<file path="src/rtl/fir_mc.sv">
// Multi-channel time-multiplexed bit-serial FIR with linear-phase folding.
// One shared coefficient set, per-channel delay lines, valid/ready on both sides.
module fir_mc #(
   parameter int DataWidth  = 12,
   parameter int CoeffWidth = 12,
   parameter int NTaps      = 9,
   parameter int NChannels  = 2,
   localparam int ChanBits  = (NChannels > 1) ? $clog2(NChannels) : 1
) (
   input  logic                        clk,
   input  logic                        rstN,
   input  logic                        in_valid,
   output logic                        in_ready,
   input  logic [ChanBits-1:0]         in_chan,
   input  logic signed [DataWidth-1:0] x,
   output logic                        out_valid,
   input  logic                        out_ready,
   output logic [ChanBits-1:0]         out_chan,
   output logic signed [DataWidth-1:0] y,
   input  logic                        sym,
   input  logic                        coeff_load,
   input  logic                        coeff_in,
   output logic                        chan_err
);

   localparam int NCoeffs  = (NTaps + 1) / 2;
   localparam int AccWidth = DataWidth + CoeffWidth + $clog2(NTaps) + 1;
   localparam int KBits    = (NCoeffs > 1) ? $clog2(NCoeffs) : 1;
   localparam int BBits    = (DataWidth > 1) ? $clog2(DataWidth) : 1;
   localparam int TBits    = (NTaps > 1) ? $clog2(NTaps) : 1;
   localparam bit OddTaps  = (NTaps % 2) == 1;

   localparam logic [ChanBits:0]               ChanLim = (ChanBits + 1)'(NChannels);
   localparam logic signed [DataWidth-1:0]     YMax    = {1'b0, {(DataWidth-1){1'b1}}};
   localparam logic signed [DataWidth-1:0]     YMin    = {1'b1, {(DataWidth-1){1'b0}}};

   typedef enum logic [1:0] {IDLE, LOAD, MAC, OUT} state_t;

   state_t state, state_n;

   logic [DataWidth-1:0]            line [NChannels][NTaps];
   logic [NCoeffs*CoeffWidth-1:0]   coef_sr;
   logic [ChanBits-1:0]             chan_q;
   logic                            sym_q;
   logic [KBits-1:0]                k_idx;
   logic [BBits-1:0]                b_idx;
   logic signed [AccWidth-1:0]      acc, term, c_ext, acc_sh;
   logic [CoeffWidth-1:0]           c_sel;
   logic [DataWidth-1:0]            tap_a, tap_b;
   logic [TBits-1:0]                tap_idx, mirror;
   logic                            bit_a, bit_b, mid, mac_last;
   logic                            accept, chan_bad, coef_shift;
   logic signed [DataWidth-1:0]     y_sat;

   assign chan_bad = {1'b0, in_chan} >= ChanLim;

   always_comb begin
      state_n    = state;
      in_ready   = 1'b0;
      accept     = 1'b0;
      coef_shift = 1'b0;
      case (state)
         IDLE: begin
            in_ready   = !coeff_load;
            accept     = in_valid && !coeff_load;
            coef_shift = coeff_load;
            if (coeff_load)
               state_n = LOAD;
            else if (in_valid && !chan_bad)
               state_n = MAC;
         end
         LOAD: begin
            coef_shift = coeff_load;
            if (!coeff_load)
               state_n = IDLE;
         end
         MAC: begin
            if (mac_last)
               state_n = OUT;
         end
         OUT: begin
            if (out_valid && out_ready)
               state_n = IDLE;
         end
         default: state_n = IDLE;
      endcase
   end

   // Taps are read by index rather than by rotating the line, so each line
   // is never disturbed during a computation.
   always_comb begin
      c_sel = '0;
      tap_a = '0;
      tap_b = '0;
      for (int unsigned k = 0; k < NCoeffs; k++)
         if (k_idx == KBits'(k))
            c_sel = coef_sr[k*CoeffWidth +: CoeffWidth];
      tap_idx = TBits'(k_idx);
      mirror  = TBits'(NTaps - 1) - tap_idx;
      for (int unsigned ch = 0; ch < NChannels; ch++)
         if (chan_q == ChanBits'(ch)) begin
            tap_a = line[ch][tap_idx];
            tap_b = line[ch][mirror];
         end
      mid   = OddTaps && (k_idx == KBits'(NCoeffs - 1));
      bit_a = tap_a[b_idx];
      bit_b = mid ? 1'b0 : tap_b[b_idx];
      c_ext = AccWidth'($signed(c_sel));
      term  = '0;
      if (sym_q) begin
         case ({bit_a, bit_b})
            2'b01, 2'b10: term = c_ext;
            2'b11:        term = c_ext <<< 1;
            default:      term = '0;
         endcase
      end else begin
         case ({bit_a, bit_b})
            2'b10:   term = c_ext;
            2'b01:   term = -c_ext;
            default: term = '0;
         endcase
      end
      term = term <<< b_idx;
      // sign bit of the two's-complement pre-add digit carries negative weight
      if (b_idx == BBits'(DataWidth - 1))
         term = -term;
      mac_last = (k_idx == KBits'(NCoeffs - 1)) && (b_idx == BBits'(DataWidth - 1));
      acc_sh   = acc >>> (CoeffWidth - 1);
      if (acc_sh > AccWidth'(YMax))
         y_sat = YMax;
      else if (acc_sh < AccWidth'(YMin))
         y_sat = YMin;
      else
         y_sat = acc_sh[DataWidth-1:0];
   end

   always_ff @(posedge clk or negedge rstN) begin
      if (!rstN) begin
         state <= IDLE;
         for (int unsigned ch = 0; ch < NChannels; ch++)
            for (int unsigned t = 0; t < NTaps; t++)
               line[ch][t] <= '0;
         coef_sr   <= '0;
         chan_q    <= '0;
         sym_q     <= 1'b0;
         k_idx     <= '0;
         b_idx     <= '0;
         acc       <= '0;
         y         <= '0;
         out_chan  <= '0;
         out_valid <= 1'b0;
         chan_err  <= 1'b0;
      end else begin
         state <= state_n;
         if (coef_shift)
            coef_sr <= {coef_sr[NCoeffs*CoeffWidth-2:0], coeff_in};
         if (accept) begin
            if (chan_bad) begin
               chan_err <= 1'b1;
            end else begin
               for (int unsigned ch = 0; ch < NChannels; ch++)
                  if (in_chan == ChanBits'(ch)) begin
                     line[ch][0] <= x;
                     for (int unsigned t = 1; t < NTaps; t++)
                        line[ch][t] <= line[ch][t-1];
                  end
               chan_q <= in_chan;
               sym_q  <= sym;
               acc    <= '0;
               k_idx  <= '0;
               b_idx  <= '0;
            end
         end
         if (state == MAC) begin
            acc <= acc + term;
            if (b_idx == BBits'(DataWidth - 1)) begin
               b_idx <= '0;
               k_idx <= k_idx + 1'b1;
            end else begin
               b_idx <= b_idx + 1'b1;
            end
         end
         if (state == OUT) begin
            if (!out_valid) begin
               out_valid <= 1'b1;
               y         <= y_sat;
               out_chan  <= chan_q;
            end else if (out_ready) begin
               out_valid <= 1'b0;
            end
         end
      end
   end

endmodule

</file>
<file path="config.mk">
export PLATFORM = sky130hd
export DESIGN_NAME = fir_mc
export DESIGN_NICKNAME = d
export VERILOG_FILES = /design/src/rtl/fir_mc.sv
export SDC_FILE = /design/constraint.sdc
export NUM_CORES = 1
export LEC_CHECK = 0
export BUFFER_PORTS_ARGS = -buffer_cell sky130_fd_sc_hd__buf_2
export CORE_UTILIZATION = 59
export DETAILED_ROUTE_END_ITERATION = 8
export PLACE_DENSITY = 0.77
export RECOVER_POWER = 25
export SLEW_MARGIN = 40
export SYNTH_ARGS = -nofsm -noshare
export SYNTH_HDL_FRONTEND = slang
export SYNTH_SLANG_ARGS = --single-unit
</file>
<file path="constraint.sdc">
create_clock -name clk -period 27.6 [get_ports clk]
set_input_delay 5.52 -clock clk [delete_from_list [all_inputs] [get_ports clk]]
set_output_delay 5.52 -clock clk [all_outputs]
set_load 0.005 [all_outputs]
</file>
[After elaboration in Yosys (flattened, before gate mapping)]
Cells that the tools add are included.
W data, S select, Z words.
Cells by class
  magnitude comparators: 5
  bitwise gates (word level): 4
  shifts and indexed selects: 1
  add/subtract/negate cells: 6
  reduce and logical (&&, ||, !) cells: 13
  eq/ne operators: 15
  mux-type cells: 49
Operators with widths (number)
  $mux W12: 17
  $bmux W12 S4: 4
  $mux W29: 4
  $pmux W29 S2: 2
  $add A29 B29 Y29: 1
  $neg A12 Y29: 1
  $neg A29 Y29: 1
  $sshl A29 B4 Y29: 1
  $gt A18 B12 Y1 const B: 1
  $lt A18 B12 Y1 const B: 1
  $mux W4: 3
  $ge A5 B5 Y1 const B: 2
  $mux W2: 5
  $mux W3: 3
  $bmux W1 S4: 2
  $eq A2 B2 Y1 const B: 4
  $mux W1: 8
  $pmux W2 S4: 1
  $eq A3 B2 Y1 const B: 2
  $ne A2 B2 Y1 const B: 3
  $reduce_and A2 Y1: 3
  $lt A4 B5 Y1 const B: 1
  $not A3 Y5: 1
  $not A4 Y5: 1
  other kinds (16): 21
Storage, ports and cells
  bits in registers: 330
  output and inout port bits: 16
  logic and storage cells: 121
  input port bits: 20

[Logic depth before layout (Yosys ltp)]
Gate-level depths: netlist (run 1).
  depth in word-level cells: 18
  mapped depth: 51
  depth with buffers taken out: 41

[Worst setup path before layout (run 1)]
Ideal clock, no wire load.
  kind: input port to output port
  from: in coeff_load
  to: out in_ready
  stages: 1
  path slack: 16400 ps
  data required time: 22080 ps
  path buffers: 0
  arrival time: 5680 ps
  cell sequence: nor3_1
Between the ends
  cells in the longest elaborated chain, start to end: 2
RTL lines
  from (decl): line 21  | input logic coeff_load,
  $logic_not A1 Y1
  $mux W1: line 62  | case (state)
  to (decl): line 13  | output logic in_ready,
No other way between the ends.

[Final worst setup path (run 1)]
Ends and elaborated chain as after synthesis.

==> flow_metrics.py, run 1 <==
metrics = {
    "outcome": {
        "status": "finished, violations left",
        "failed_checks": "capacitance limit, slew limit",
    },
    "worst_setup_path": {
        "r2r_slack_ns": 16.48,
        "slowest_delay_ns": 0.14,
        "crit_path_end_kind": "output port",
        "worstPathMaxFanout": 3,
        "critPathSlowestCell": "buf_2",
        "start_kind": "input pin",
        "ff2ff_path_depth": 38,
        "crit_chain": "clkbuf_1 -> nor3_1 -> buf_2",
        "worstSetupPathType": "input pin to output port",
        "r2r-start": "k_idx[1]",
        "crit_arrival_ns": 5.87,
        "r2r-end": "acc[28]",
        "required_ns": 22.08,
        "critPathTopFamily": "buffers and inverters",
        "path_buf_inv": 2,
    },
    "worst_hold_path": {
        "hold_depth": 2,
        "hold_path.class": "flop to flop",
        "hold_end": "y[2]",
        "hold_start": "y[2]",
    },
    "logic_synthesis": {
        "synth_largest_area_cell": "dfrtp_1",
        "synth-simple-area-share_pct": 9.85,
        "synth_mux_area_share_pct": 29.5,
        "synth_top_area_share_pct": 40.0,
        "synth_nets": 1881,
        "synth_warnings": 0,
        "ys_top_cells_by_count": "dfrtp_1 (330), mux2_2 (283), nor2_1 (118)",
        "seq_area_frac_synth_pct": 40.0,
        "synth_top_family_by_area": "multiplexers",
        "async_flop_share_pct": 100,
        "synth_compound_area_share_pct": 12.7,
        "synth-seq-cells": 330,
        "synth.most_common_cell": "dfrtp_1",
        "synthAdderAreaFrac_pct": 3.01,
        "synth_edf_count": 0,
        "synth_ff_type": "dfrtp_1",
        "synthesis.area_um2": 20600,
        "synth_xor_area_share_pct": 1.78,
        "synthCells": 1812,
        "synth_area_leaders": "dfrtp_1 (40%), mux2_2 (15%), mux4_2 (13%)",
        "synth_area_per_cell_um2": 11.4,
        "synthDistinctLibCells": 89,
    },
    "clock_tree": {
        "cts_root_buffer": "clkbuf_16",
        "cts_buffers": 37,
        "clock_latency_ns": 0.56,
        "post_cts_buffers": 0,
        "ctsHoldBuffers": 0,
        "cts_resized": 0,
        "clockBufferDepth": 3,
        "cts.clk_slew.worst_paths_ns": 0.06,
        "htreeDepth": 2,
        "cts_tree": "done",
        "clock_sinks": 330,
    },
    "grt": {
        "overflow": 0,
        "antenna_found_initial": 0,
        "grt_first_pass_wirelength_um": 82000,
        "grt_max_degree": 100,
        "grt_pass1_vias": 15600,
        "track_usage_pct": 28.6,
    },
    "sta": {
        "layout_min_cycle_time_ns": 11.39,
        "setup_viol": 0,
        "slew_violations": 173,
        "hold_viol": 0,
        "rsz0062_at_grt": "no",
        "slew_headroom_pct": -136,
        "tightest_slew_ns": 3.54,
        "setup_tns_ns": 0,
        "skew_ns": 0.0158,
        "fmax_ghz": 0.0878,
        "fin_crit_sh_pct": 41.3,
    },
    "detailed_routing": {
        "first_iter_violations": 1254,
        "vias_per_cell": 6.68,
        "routed_wl_um": 48900,
        "post_drt_wl_per_cell_um": 21.5,
        "dr.pass1.iters": 5,
        "num_vias": 15200,
        "remaining_drc_errors": 0,
        "drtAntennaViolNets": 0,
    },
    "final_layout": {
        "nFillCells": 2628,
        "nNetsFinal": 1857,
        "drive_gt1_share_pct": 30.3,
        "area.growth.synth_to_final_pct": 8.68,
        "n_antenna_cell": 0,
    },
    "placed_design": {
        "hpwl_um": 32500,
        "io_buffers": 34,
        "place.gp.congestion": 0.930,
    },
    "floorplan": {
        "num_rows": 68,
        "coreArea_um2": 34500,
        "die_area_um2": 35700,
        "initial_utilization_pct": 59.9,
        "die_x_um": 189,
        "ios": 36,
        "die_h_um": 189,
    },
    "run": {
        "cap_viol_max_count": 3,
    },
}
## cell type report
type | instances | area (um^2) | area share, %
multi-input combinational | 1322 | 11800 | 52.5
sequential | 330 | 8270 | 36.9
clock buffer | 57 | 1150 | 5.14
tap | 455 | 569 | 2.54
timing repair buffer | 61 | 382 | 1.70
clock inverter | 9 | 154 | 0.686
inverter | 36 | 135 | 0.603
## how the worst max path moves through the flow
stage	start	endpoint	slack, ns	cells after the start
floorplan	coeff_load	in_ready	16.40	1
global placement	coeff_load	in_ready	16.17	3
detailed placement	coeff_load	in_ready	16.19	3
CTS	coeff_load	in_ready	16.19	3
global route	k_idx[0]	acc[28]	15.60	36
finish	coeff_load	in_ready	16.21	3
## registers in the layout (all words and copies together) (netlist names)
| register | cells |
|---|---|
| acc | 29 |
| b_idx | 4 |
| chan_q | 1 |
| coef_sr | 60 |
| k_idx | 3 |
| line | 216 |
| out_chan | 1 |
| out_valid | 1 |
| state | 2 |
| sym_q | 1 |
| y | 12 |
## kinds of logic (layout without fill, tap and decap cells)
group	count (synthesis)	after routing
mux	427	427
simple gates	420	420
compound gates	383	383
flops	330	330
buf+inv	160	163
fa+ha+maj	49	49
xor+xnor	42	42
other cells	1	1
## placed cells by master, fill, tap and decap left out, types with 20 or more instances in the layout
cell / Yosys / layout
clkbuf_16: 0 / 38
mux2i_1: 27 / 27
o21ai_0: 91 / 91
a31oi_1: 27 / 27
a21oi_1: 68 / 67
nand3_1: 58 / 58
mux2_2: 283 / 283
ha_1: 48 / 47
nor2_1: 118 / 116
inv_1: 33 / 33
xnor2_1: 21 / 21
xor2_1: 21 / 21
buf_4: 3 / 20
buf_2: 6 / 31
a211oi_1: 30 / 30
dfrtp_1: 330 / 326
nand2_1: 110 / 109
mux4_2: 115 / 115
## metrics by stage
step	utilization, %	area (um^2)	hold slack (ns)	cells	setup WS [ns]
2_1_floorplan	-	20600	0.456	1812	16.40
3_3_place_gp	61.2	21100	0.462	2202	16.17
3_5_place_dp	61.2	21100	0.465	2202	16.19
4_1_cts	65.0	22400	0.478	2268	16.19
5_1_grt	65.1	22400	0.489	2270	15.60
6_report	65.1	22400	0.473	2270	16.21
## worst register-to-register path: cells and delay by family (launching register included)
kind	cells	cell delay, ns
AOI/OAI and AO/OA	13	3.07
buffers and inverters	4	1.37
muxes	5	2.32
DFF	1	0.33
and+or+nand+nor	11	2.48
xor gates and xnor gates	2	0.47
adders and majority gates	3	0.96
## metal layers
metal	wire length, um	track usage, %	vias up
met3	2980	4.52	118
met4	1390	10.4	0
met1	20400	38.3	7643
li1	-	-	6879
met5	0	0	-
met2	24200	47.4	514
Power of run 1 is not shown: default switching activity piles up to over one toggle a cycle in this logic, so the estimate is an artifact.
==> run 2: changes to the inputs <==
--- a/config.mk
+++ b/config.mk
@@ -5,6 +5,7 @@
 export SDC_FILE = /design/constraint.sdc
 export NUM_CORES = 1
 export LEC_CHECK = 0
+export ABC_AREA = 1
 export BUFFER_PORTS_ARGS = -buffer_cell sky130_fd_sc_hd__buf_2
 export CORE_UTILIZATION = 59
 export DETAILED_ROUTE_END_ITERATION = 8
==> constraint.sdc (replaced) <==
create_clock -name clk -period 11.47 [get_ports clk]
set_input_delay 2.294 -clock clk [delete_from_list [all_inputs] [get_ports clk]]
set_output_delay 2.294 -clock clk [all_outputs]
set_load 0.005 [all_outputs]
==> run 2 against run 1 <==
Cell count up 40%. Sequential cell count unchanged. The run still ends with capacitance limit, slew limit left. Non-clock buffer count down 4. Hold slack better by 0.0044 ns. Synthesized cell count is 52% higher. Register-to-register slack got worse by 14 ns. Sequential share of layout area increased by 1.4 points. Largest cell class unchanged. Global-route usage rose by 1.4 points.
==> flow_metrics.py, run 2 <==
metrics = {
    "outcome": {
        "status": "finished, violations left",
        "failed_checks": "capacitance limit, slew limit",
    },
    "logic_synthesis": {
        "synth_ff_type": "dfrtp_1",
        "synthCells": 2755,
        "seq_area_frac_synth_pct": 41.2,
        "synth.most_common_cell": "nand2_1",
        "synth_largest_area_cell": "dfrtp_1",
        "synth_nets": 2824,
        "synthDistinctLibCells": 53,
        "async_flop_share_pct": 100,
        "synthesis.area_um2": 20100,
        "synth_top_area_share_pct": 41.2,
        "synth_warnings": 0,
        "synth_edf_count": 0,
        "ys_top_cells_by_count": "nand2_1 (850), o21ai_0 (390), dfrtp_1 (330)",
        "synth_area_leaders": "dfrtp_1 (41%), nand2_1 (16%), o21ai_0 (9.7%)",
        "synth_area_per_cell_um2": 7.28,
        "synth-seq-cells": 330,
    },
    "clock_tree": {
        "htreeDepth": 2,
        "clock_latency_ns": 0.56,
        "post_cts_buffers": 0,
        "cts.clk_slew.worst_paths_ns": 0.07,
        "cts_root_buffer": "clkbuf_16",
        "clockBufferDepth": 3,
        "ctsHoldBuffers": 0,
        "clock_sinks": 330,
        "cts_tree": "done",
        "cts_buffers": 37,
        "cts_resized": 0,
    },
    "final_layout": {
        "nNetsFinal": 2761,
        "n_antenna_cell": 0,
        "area.growth.synth_to_final_pct": 7.75,
        "final_cell_mix": "nand2_1 (850), o21ai_0 (389), dfrtp_1 (328), inv_1 (261), nand3_1 (173)",
        "largest_reg_flops": 216,
        "nFillCells": 3031,
        "drive_gt1_share_pct": 8.24,
        "top_register": "line",
        "fin_util_pct": 64.5,
        "top_regs": "line x216, coef_sr x60, acc x29",
        "final_common_cell": "nand2_1",
    },
    "detailed_routing": {
        "num_vias": 18000,
        "vias_per_cell": 5.69,
        "remaining_drc_errors": 0,
        "dr.pass1.iters": 6,
        "routed_wl_um": 51100,
        "first_iter_violations": 1584,
        "post_drt_wl_per_cell_um": 16.1,
        "drtAntennaViolNets": 0,
    },
    "worst_setup_path": {
        "slowest_delay_ns": 0.63,
        "worstSetupPathType": "flop to flop",
        "crit_path_end_kind": "flop",
        "worstPathMaxFanout": 33,
        "cp_common_cell": "nand2_1",
        "required_ns": 11.92,
        "crit_arrival_ns": 9.81,
        "start_kind": "flop",
        "critPathSlowestCell": "dfrtp_2",
    },
    "worst_hold_path": {
        "hold_path.class": "flop to flop",
    },
    "run": {
        "cap_viol_max_count": 3,
    },
    "grt": {
        "track_usage_pct": 30.1,
        "grt_first_pass_wirelength_um": 85600,
        "grt_pass1_vias": 17300,
        "grt_max_degree": 116,
        "overflow": 0,
        "antenna_found_initial": 0,
    },
    "floorplan": {
        "die_area_um2": 34700,
        "die_x_um": 186,
        "coreArea_um2": 33500,
        "num_rows": 67,
        "ios": 36,
        "initial_utilization_pct": 59.8,
        "die_h_um": 186,
    },
    "placed_design": {
        "hpwl_um": 35500,
        "io_buffers": 34,
        "place.gp.congestion": 0.944,
    },
    "sta": {
        "skew_ns": 0.0126,
        "fin_crit_sh_pct": 81.6,
        "hold_viol": 0,
        "slew_violations": 194,
        "tightest_slew_ns": 3.55,
        "rsz0062_at_grt": "no",
        "setup_tns_ns": 0,
        "slew_headroom_pct": -137,
        "layout_min_cycle_time_ns": 9.36,
        "setup_viol": 0,
        "fmax_ghz": 0.107,
    },
}
## run 2: cell types whose count changed after synthesis, moves of 15 or more
cell	before	now
nand2_1	110	850
o21ai_0	91	390
mux2_2	283	32
inv_1	33	262
mux4_2	115	0
nand3_1	58	173
o21a_1	14	79
clkbuf_1	92	132
a21oi_1	68	107
mux2i_1	27	0
nand2_2	0	26
a31oi_1	27	3
a211oi_1	30	7
nand3_2	0	15
## run 2: cells by family (layout without fill, tap and decap cells)
group,Yosys count,in the layout,share of synthesized area [%]
compound gates,662,662,18.7
xor+xnor,31,31,1.35
fa+ha+maj,49,49,3.09
buf+inv,431,396,8.30
flops,330,330,41.2
mux,32,32,1.80
other cells,1,1,0.0187
simple gates,1219,1219,25.6
## run 2: layout make-up
cell class | count | area (um^2) | share of cell area (%)
multi-input combinational | 1994 | 10200 | 47.0
sequential | 330 | 8260 | 38.2
clock buffer | 55 | 1110 | 5.16
inverter | 272 | 1020 | 4.73
tap | 448 | 561 | 2.59
timing repair buffer | 57 | 368 | 1.70
clock inverter | 12 | 120 | 0.556
## run 2: per-stage QoR
stage               cells  cell area, um^2  hold WS, ns  setup WS, ns
global placement     3099            20300        0.461          2.36
floorplan            2755            20100        0.446          3.95
finish               3168            21600        0.477          2.11
global route         3168            21600        0.502          1.28
detailed placement   3100            20400        0.468          2.35
CTS                  3167            21600        0.484          2.31
## run 2: critical path: cells and delay by family (launching register included)
| kind | cells | cell delay (ns) |
|---|---|---|
| simple gates | 22 | 3.66 |
| compound gates | 14 | 2.79 |
| buf+inv | 5 | 1.13 |
| fa+ha+maj | 3 | 1.00 |
| flops | 1 | 0.63 |
## run 2: final timing paths
path	startpoint	endpoint	slack [ns]	depth (start not counted)
min in group asynchronous	rstN	coef_sr[54]	2.59	1
worst min-delay path	coef_sr[51]	coef_sr[52]	0.48	2
worst min register to register	coef_sr[51]	coef_sr[52]	0.48	2
worst max register to register	k_idx[1]	acc[25]	2.11	44
worst max-delay path	k_idx[1]	acc[25]	2.11	44
max in group asynchronous	rstN	line[56]	3.56	4
## run 2: layer usage
metal  wire length (um)  up-vias  part of all wire [%]  track usage [%]
met5                  0        -                     0                0
met4               1410        0                   2.7             10.7
met3               2460       97                   4.8             3.14
met2              24300      535                    48             50.2
met1              22900     8528                    45             40.7
li1                   -     8866                     -                -
Power of run 2 is left out for the same reason.
